File: src/rtl/controller_device_if.sv
// Controller port bundle between a host (latch/clock source and button
// source) and the controller_device emulation block.
interface controller_device_if;
    logic [7:0] buttons_in;
    logic       latch;
    logic       ctrl_clk;
    logic       data_B;
    logic [3:0] bits_sent;
    logic       read_done;

    // Host / button-source side
    modport master (
        output buttons_in,
        output latch,
        output ctrl_clk,
        input  data_B,
        input  bits_sent,
        input  read_done
    );

    // Emulated pad side
    modport slave (
        input  buttons_in,
        input  latch,
        input  ctrl_clk,
        output data_B,
        output bits_sent,
        output read_done
    );
endinterface

File: src/rtl/controller_device.sv
// controller_device: answers a host latch/clock/data exchange like a
// physical 8-button pad. Snapshots buttons_in while latch is high and
// shifts it out MSB first on the active-low data_B line.
// Optional build macro: CONTROLLER_DEVICE_SYNC_EN adds two-flop
// synchronizers on latch and ctrl_clk (pin-to-action latency 3 cycles
// instead of 1).
module controller_device (
    input  logic              clk_in,
    input  logic              rst,
    controller_device_if.slave bus
);
    typedef enum logic [1:0] {
        ST_IDLE  = 2'd0,
        ST_LOAD  = 2'd1,
        ST_SHIFT = 2'd2,
        ST_DONE  = 2'd3
    } state_t;

    logic   latch_s;
    logic   clk_s;
    logic   latch_prev_q;
    logic   clk_prev_q;
    logic   latch_fall_s;
    logic   clk_rise_s;

    state_t     state_q,     state_d;
    logic [7:0] shreg_q,     shreg_d;
    logic [3:0] bits_q,      bits_d;
    logic       read_done_q, read_done_d;
    logic       data_b_q;

`ifdef CONTROLLER_DEVICE_SYNC_EN
    logic latch_meta_q, latch_sync_q;
    logic clk_meta_q,   clk_sync_q;

    // Two-flop synchronizers for host pins arriving from an external console
    always_ff @(posedge clk_in) begin
        if (rst) begin
            latch_meta_q <= 1'b0;
            latch_sync_q <= 1'b0;
            clk_meta_q   <= 1'b0;
            clk_sync_q   <= 1'b0;
        end else begin
            latch_meta_q <= bus.latch;
            latch_sync_q <= latch_meta_q;
            clk_meta_q   <= bus.ctrl_clk;
            clk_sync_q   <= clk_meta_q;
        end
    end

    assign latch_s = latch_sync_q;
    assign clk_s   = clk_sync_q;
`else
    // Pins are already synchronous to clk_in and feed edge detection directly
    assign latch_s = bus.latch;
    assign clk_s   = bus.ctrl_clk;
`endif

    // Previous-value registers for edge detection
    always_ff @(posedge clk_in) begin
        if (rst) begin
            latch_prev_q <= 1'b0;
            clk_prev_q   <= 1'b0;
        end else begin
            latch_prev_q <= latch_s;
            clk_prev_q   <= clk_s;
        end
    end

    assign latch_fall_s = ~latch_s & latch_prev_q;
    assign clk_rise_s   = clk_s & ~clk_prev_q;

    // Next-state logic: latch dominates every state; otherwise shift on clock rises
    always_comb begin
        state_d     = state_q;
        shreg_d     = shreg_q;
        bits_d      = bits_q;
        read_done_d = 1'b0;
        if (latch_s) begin
            // Live snapshot every cycle the latch is high; also aborts a frame
            state_d = ST_LOAD;
            shreg_d = bus.buttons_in;
            bits_d  = 4'd0;
        end else begin
            case (state_q)
                ST_IDLE: begin
                    state_d = ST_IDLE;
                end
                ST_LOAD: begin
                    // A clock rise coinciding with the latch fall is not counted
                    if (latch_fall_s) begin
                        state_d = ST_SHIFT;
                    end else begin
                        state_d = ST_LOAD;
                    end
                end
                ST_SHIFT: begin
                    if (clk_rise_s) begin
                        shreg_d = {shreg_q[6:0], 1'b1};
                        if (bits_q == 4'd7) begin
                            bits_d      = 4'd8;
                            state_d     = ST_DONE;
                            read_done_d = 1'b1;
                        end else begin
                            bits_d = bits_q + 4'd1;
                        end
                    end else begin
                        state_d = ST_SHIFT;
                    end
                end
                ST_DONE: begin
                    // Keep shifting fill ones so data_B reads "pressed" like a stock pad
                    if (clk_rise_s) begin
                        shreg_d = {shreg_q[6:0], 1'b1};
                    end else begin
                        shreg_d = shreg_q;
                    end
                    bits_d = 4'd8;
                end
                default: begin
                    state_d = ST_IDLE;
                    shreg_d = 8'h00;
                    bits_d  = 4'd0;
                end
            endcase
        end
    end

    // State and output registers; data_B is registered from the next shreg MSB
    always_ff @(posedge clk_in) begin
        if (rst) begin
            state_q     <= ST_IDLE;
            shreg_q     <= 8'h00;
            bits_q      <= 4'd0;
            read_done_q <= 1'b0;
            data_b_q    <= 1'b1;
        end else begin
            state_q     <= state_d;
            shreg_q     <= shreg_d;
            bits_q      <= bits_d;
            read_done_q <= read_done_d;
            data_b_q    <= ~shreg_d[7];
        end
    end

    assign bus.data_B    = data_b_q;
    assign bus.bits_sent = bits_q;
    assign bus.read_done = read_done_q;

endmodule

File: src/flat_wrapper.sv
// flat-port wrapper written by rule: the top's interface ports become plain ports
module controller_device_flat 
  (clk_in, rst, bus_buttons_in, bus_latch, bus_ctrl_clk, bus_data_B, bus_bits_sent, bus_read_done);
  controller_device_if bus_i ();
  input  logic clk_in;
  input  logic rst;
  input wire logic [$bits(bus_i.buttons_in)-1:0] bus_buttons_in;
  input wire logic [$bits(bus_i.latch)-1:0] bus_latch;
  input wire logic [$bits(bus_i.ctrl_clk)-1:0] bus_ctrl_clk;
  output wire logic [$bits(bus_i.data_B)-1:0] bus_data_B;
  output wire logic [$bits(bus_i.bits_sent)-1:0] bus_bits_sent;
  output wire logic [$bits(bus_i.read_done)-1:0] bus_read_done;
  assign bus_i.buttons_in = bus_buttons_in;
  assign bus_i.latch = bus_latch;
  assign bus_i.ctrl_clk = bus_ctrl_clk;
  assign bus_data_B = bus_i.data_B;
  assign bus_bits_sent = bus_i.bits_sent;
  assign bus_read_done = bus_i.read_done;
  controller_device u_core (.clk_in(clk_in), .rst(rst), .bus(bus_i));
endmodule
File: config.mk
export PLATFORM = sky130hd
export DESIGN_NAME = controller_device_flat
export DESIGN_NICKNAME = d
export VERILOG_FILES = /design/src/rtl/controller_device_if.sv /design/src/rtl/controller_device.sv /design/src/flat_wrapper.sv
export SDC_FILE = /design/constraint.sdc
export NUM_CORES = 1
export LEC_CHECK = 0
export ABC_AREA = 1
export BUFFER_PORTS_ARGS = -buffer_cell sky130_fd_sc_hd__buf_4
export CAP_MARGIN = 20
export CORE_AREA = 2 2 49 51
export DETAILED_ROUTE_END_ITERATION = 6
export DIE_AREA = 0 0 51 53
export PLACE_DENSITY_LB_ADDON = 0.12
export SLEW_MARGIN = 20
export SYNTH_ARGS = -nofsm -noshare
export SYNTH_HDL_FRONTEND = slang
export SYNTH_SLANG_ARGS = --single-unit
File: constraint.sdc
create_clock -name clk_in -period 3.67 [get_ports clk_in]
set_input_delay 0.1835 -clock clk_in [delete_from_list [all_inputs] [get_ports clk_in]]
set_output_delay 0.1835 -clock clk_in [all_outputs]
set_load 0.1 [all_outputs]
==> impl_metrics.csv <==
group,metric,value,unit
worst_setup_path,critical_path_class,"register to register",
floorplan,die_h,53,um
clock_tree,clkTransAtPathRegs,0.11,ns
cells_and_area,nNetsFinal,173,
sta,drv_slew,0,
place,portBuffers,17,
drt,wl_per_cell,10.8,um
clock_tree,tritoncts,"yes",
global_route,antenna_found_initial,0,
sta,fmax,0.679,GHz
yosys,synth_seq_cells,18,
worst_setup_path,timing.rr.end,"u_core.shreg_q[1]",
flow_run,drv_cap,0,
worst_setup_path,crit_arrival,1.67,ns
yosys,muxShareOfSynthArea,0,
floorplan,start_util,0.443,
worst_setup_path,crit_start,"u_core.state_q[0]",
yosys,synth_top_area_frac,0.379,
cells_and_area,syn_to_final_growth,18.8,%
place,place_inst,177,
place,gp_congestion,0.863,
yosys,yosys-top-cells-area,"dfxtp_1 (38%), nand2_1 (11%), ha_1 (9.2%)",
power,vdd_drop_max,0.223,mV
drt,num_vias,898,
yosys,yosysWarnings,0,
sta,rsz0062_at_grt,"false",
clock_tree,cts_setup_buffers,0,
cells_and_area,nFillCells,233,
drt,drtIter0Drc,7,
drt,drcViolationCount,0,
global_route,grt-ovfl-total,0,
yosys,synth-adder-area-share,0.0921,
drt,drt_wl_total,1.95,mm
floorplan,fp-row-count,17,
drt,dr.pass1.iters,4,
worst_setup_path,startpoint_type,"register",
global_route,grtUsageMet1,0.176,
yosys,yosys.cell_types.count,21,
yosys,synthCells,135,
cells_and_area,final-seq-area,360,sq um
cells_and_area,drive_gt1_frac,0.190,
global_route,grt_max_degree,15,
floorplan,dieArea,2700,sq um
cells_and_area,final-instance-count-excl-fill,181,
clock_tree,cts_hold_buffers,0,
worst_setup_path,worstReg2RegStart,"u_core.state_q[0]",
yosys,syn_avg_cell_area,7.04,sq um
clock_tree,cts_root_buf,"clkbuf_4",
clock_tree,cts_resized,0,
worst_setup_path,required,3.86,ns
sta,worst_pin_slew,0.384,ns
cells_and_area,antenna_cells,0,
status,status,"finished clean",
yosys,synthXorXnorAreaFrac,0,
floorplan,core_area,2150,sq um
global_route,grt_pass1_vias,856,
yosys,synth-seq-area-share,0.379,
power,p_total,0.383,mW
yosys,synth_compound_area_frac,0.138,
worst_setup_path,reg2reg_setup_slack,2.20,ns
global_route,busiest_layer,"met2",
power,p_leak,0.524,nW
yosys,synth_area,951,sq um
yosys,yosysTopAreaCell,"dfxtp_1",
worst_setup_path,crit_path_end_kind,"register",
worst_hold_path,hp-class,"primary input to register",
power,power_density,339,nW/um^2
drt,ant_nets,0,
sta,fin_skew,0.00763,ns
sta,period_share,0.402,
yosys,synth_fp_nets,154,
sta,period_needed,1.47,ns
drt,routed_via_density,4.96,
floorplan,dieWidth,51,um
global_route,grt_pass1_wl,3.39,mm
worst_setup_path,worstSetupEndpoint,"u_core.shreg_q[1]",
clock_tree,cts_made_buffers,3,
worst_setup_path,critPathMaxFanout,5,
place,hpwl,1.51,mm
sta,hold_violations,0,
worst_setup_path,ff2ff_path_depth,6,
clock_tree,cts.sinks,18,
global_route,met3_usage,0.0508,
cells_and_area,multi_input_comb_area,510,sq um
yosys,synth-simple-area-share,0.307,
clock_tree,clockBufferDepth,2,
global_route,grt_usage,0.167,
yosys,synth_top_family_by_area,"simple AND/OR/NAND/NOR gates",
sta,max_slew_margin,0.743,
sta,setup-tns-final,0,ns
floorplan,io_pins,18,
sta,setup_viol,0,
clock_tree,h-tree-depth,1,
clock_tree,insertion_delay,0.30,ns
global_route,grtUsageMet2,0.320,
-- synthesized netlist by cell type --
master	instances
nand3_1	12
inv_1	15
or2_2	1
nor3_1	1
buf_2	1
a21oi_1	12
dfxtp_1	18
ha_1	7
a31oi_1	2
nand4_1	1
nor2_2	2
clkbuf_1	1
nand2_1	27
nor2_4	2
inv_2	1
nor2_1	19
o21ai_2	1
o21ai_1	2
o21ai_0	8
nand2_2	1
buf_6	1
-- registers in the layout, indices dropped and copies added, names as in the netlist, named ones only --
name	cells
u_core.latch_prev_q	1
u_core.bus.read_done	1
u_core.bus.data_B	1
u_core.clk_prev_q	1
u_core.bus.bits_sent	4
u_core.state_q	2
u_core.shreg_q	7
-- cells by family (layout without fill, tap and decap cells) --
logic type / count (synthesis) / after routing
buffers and inverters: 19 / 37
flip-flops: 18 / 18
AND/OR/NAND/NOR: 66 / 66
AO/OA/AOI/OAI: 25 / 25
adder cells (fa/ha/maj): 7 / 7
-- layer usage --
metal | share of wire | routed length [um]
met1 | 0.44 | 854
met2 | 0.51 | 1010
met3 | 0.041 | 80
met4 | 0.0061 | 12
met5 | 0 | 0
-- critical path: stages, from the launching register on --
cell     delay [ns]
dfxtp_1        0.43
inv_1          0.11
ha_1           0.25
nor2_2         0.16
o21ai_1        0.14
o21ai_0        0.22
nor2_1         0.06
-- cell type report --
type | instances | area share
timing repair buffer | 17 | 0.113
multi-input combinational | 98 | 0.452
inverter | 16 | 0.0532
sequential | 18 | 0.319
clock buffer | 4 | 0.0321
tap | 28 | 0.0310
-- layout by cell type (no fill, tap or decap) --
| cell type | Yosys | routed |
|---|---|---|
| or2_2 | 1 | 1 |
| buf_4 | 0 | 17 |
| nand2_1 | 27 | 27 |
| nand4_1 | 1 | 1 |
| nand2_2 | 1 | 1 |
| clkbuf_8 | 0 | 1 |
| o21ai_1 | 2 | 2 |
| a31oi_1 | 2 | 2 |
| o21ai_0 | 8 | 8 |
| dfxtp_1 | 18 | 18 |
| nor2_1 | 19 | 19 |
| a21oi_1 | 12 | 12 |
| nor2_4 | 2 | 2 |
| nor2_2 | 2 | 2 |
| ha_1 | 7 | 7 |
| inv_1 | 15 | 15 |
| clkbuf_4 | 0 | 3 |
| nand3_1 | 12 | 12 |
| inv_2 | 1 | 1 |
| o21ai_2 | 1 | 1 |
| nor3_1 | 1 | 1 |
-- report_power, final --
group	internal [mW]	total [mW]	switching (mW)
Combinational	0.0190	0.0485	0.0295
Sequential	0.204	0.208	0.00449
Clock	0.0605	0.126	0.0659
-- how the worst min path moves through the flow --
| stage | from | to | slack [ns] | cells after the start |
|---|---|---|---|---|
| after CTS | rst | u_core.clk_prev_q | 0.10 | 2 |
| after global routing | rst | u_core.latch_prev_q | 0.12 | 2 |
| after floorplan | bus_ctrl_clk | u_core.clk_prev_q | 0.31 | 2 |
| after global placement | bus_ctrl_clk | u_core.clk_prev_q | 0.43 | 3 |
| after detailed placement | rst | u_core.state_q[0] | 0.43 | 2 |
| final | rst | u_core.clk_prev_q | 0.11 | 2 |
-- metrics by stage --
step	utilization	hold slack (ns)	cell area, sq um	setup WS (ns)
after floorplan	-	0.308	951	1.79
after global placement	0.509	0.425	1090	2.22
after detailed placement	0.509	0.434	1090	2.21
after CTS	0.526	0.102	1130	2.19
after global routing	0.526	0.115	1130	2.06
final	0.526	0.106	1130	2.20
Power figures use the tool's default switching activity.
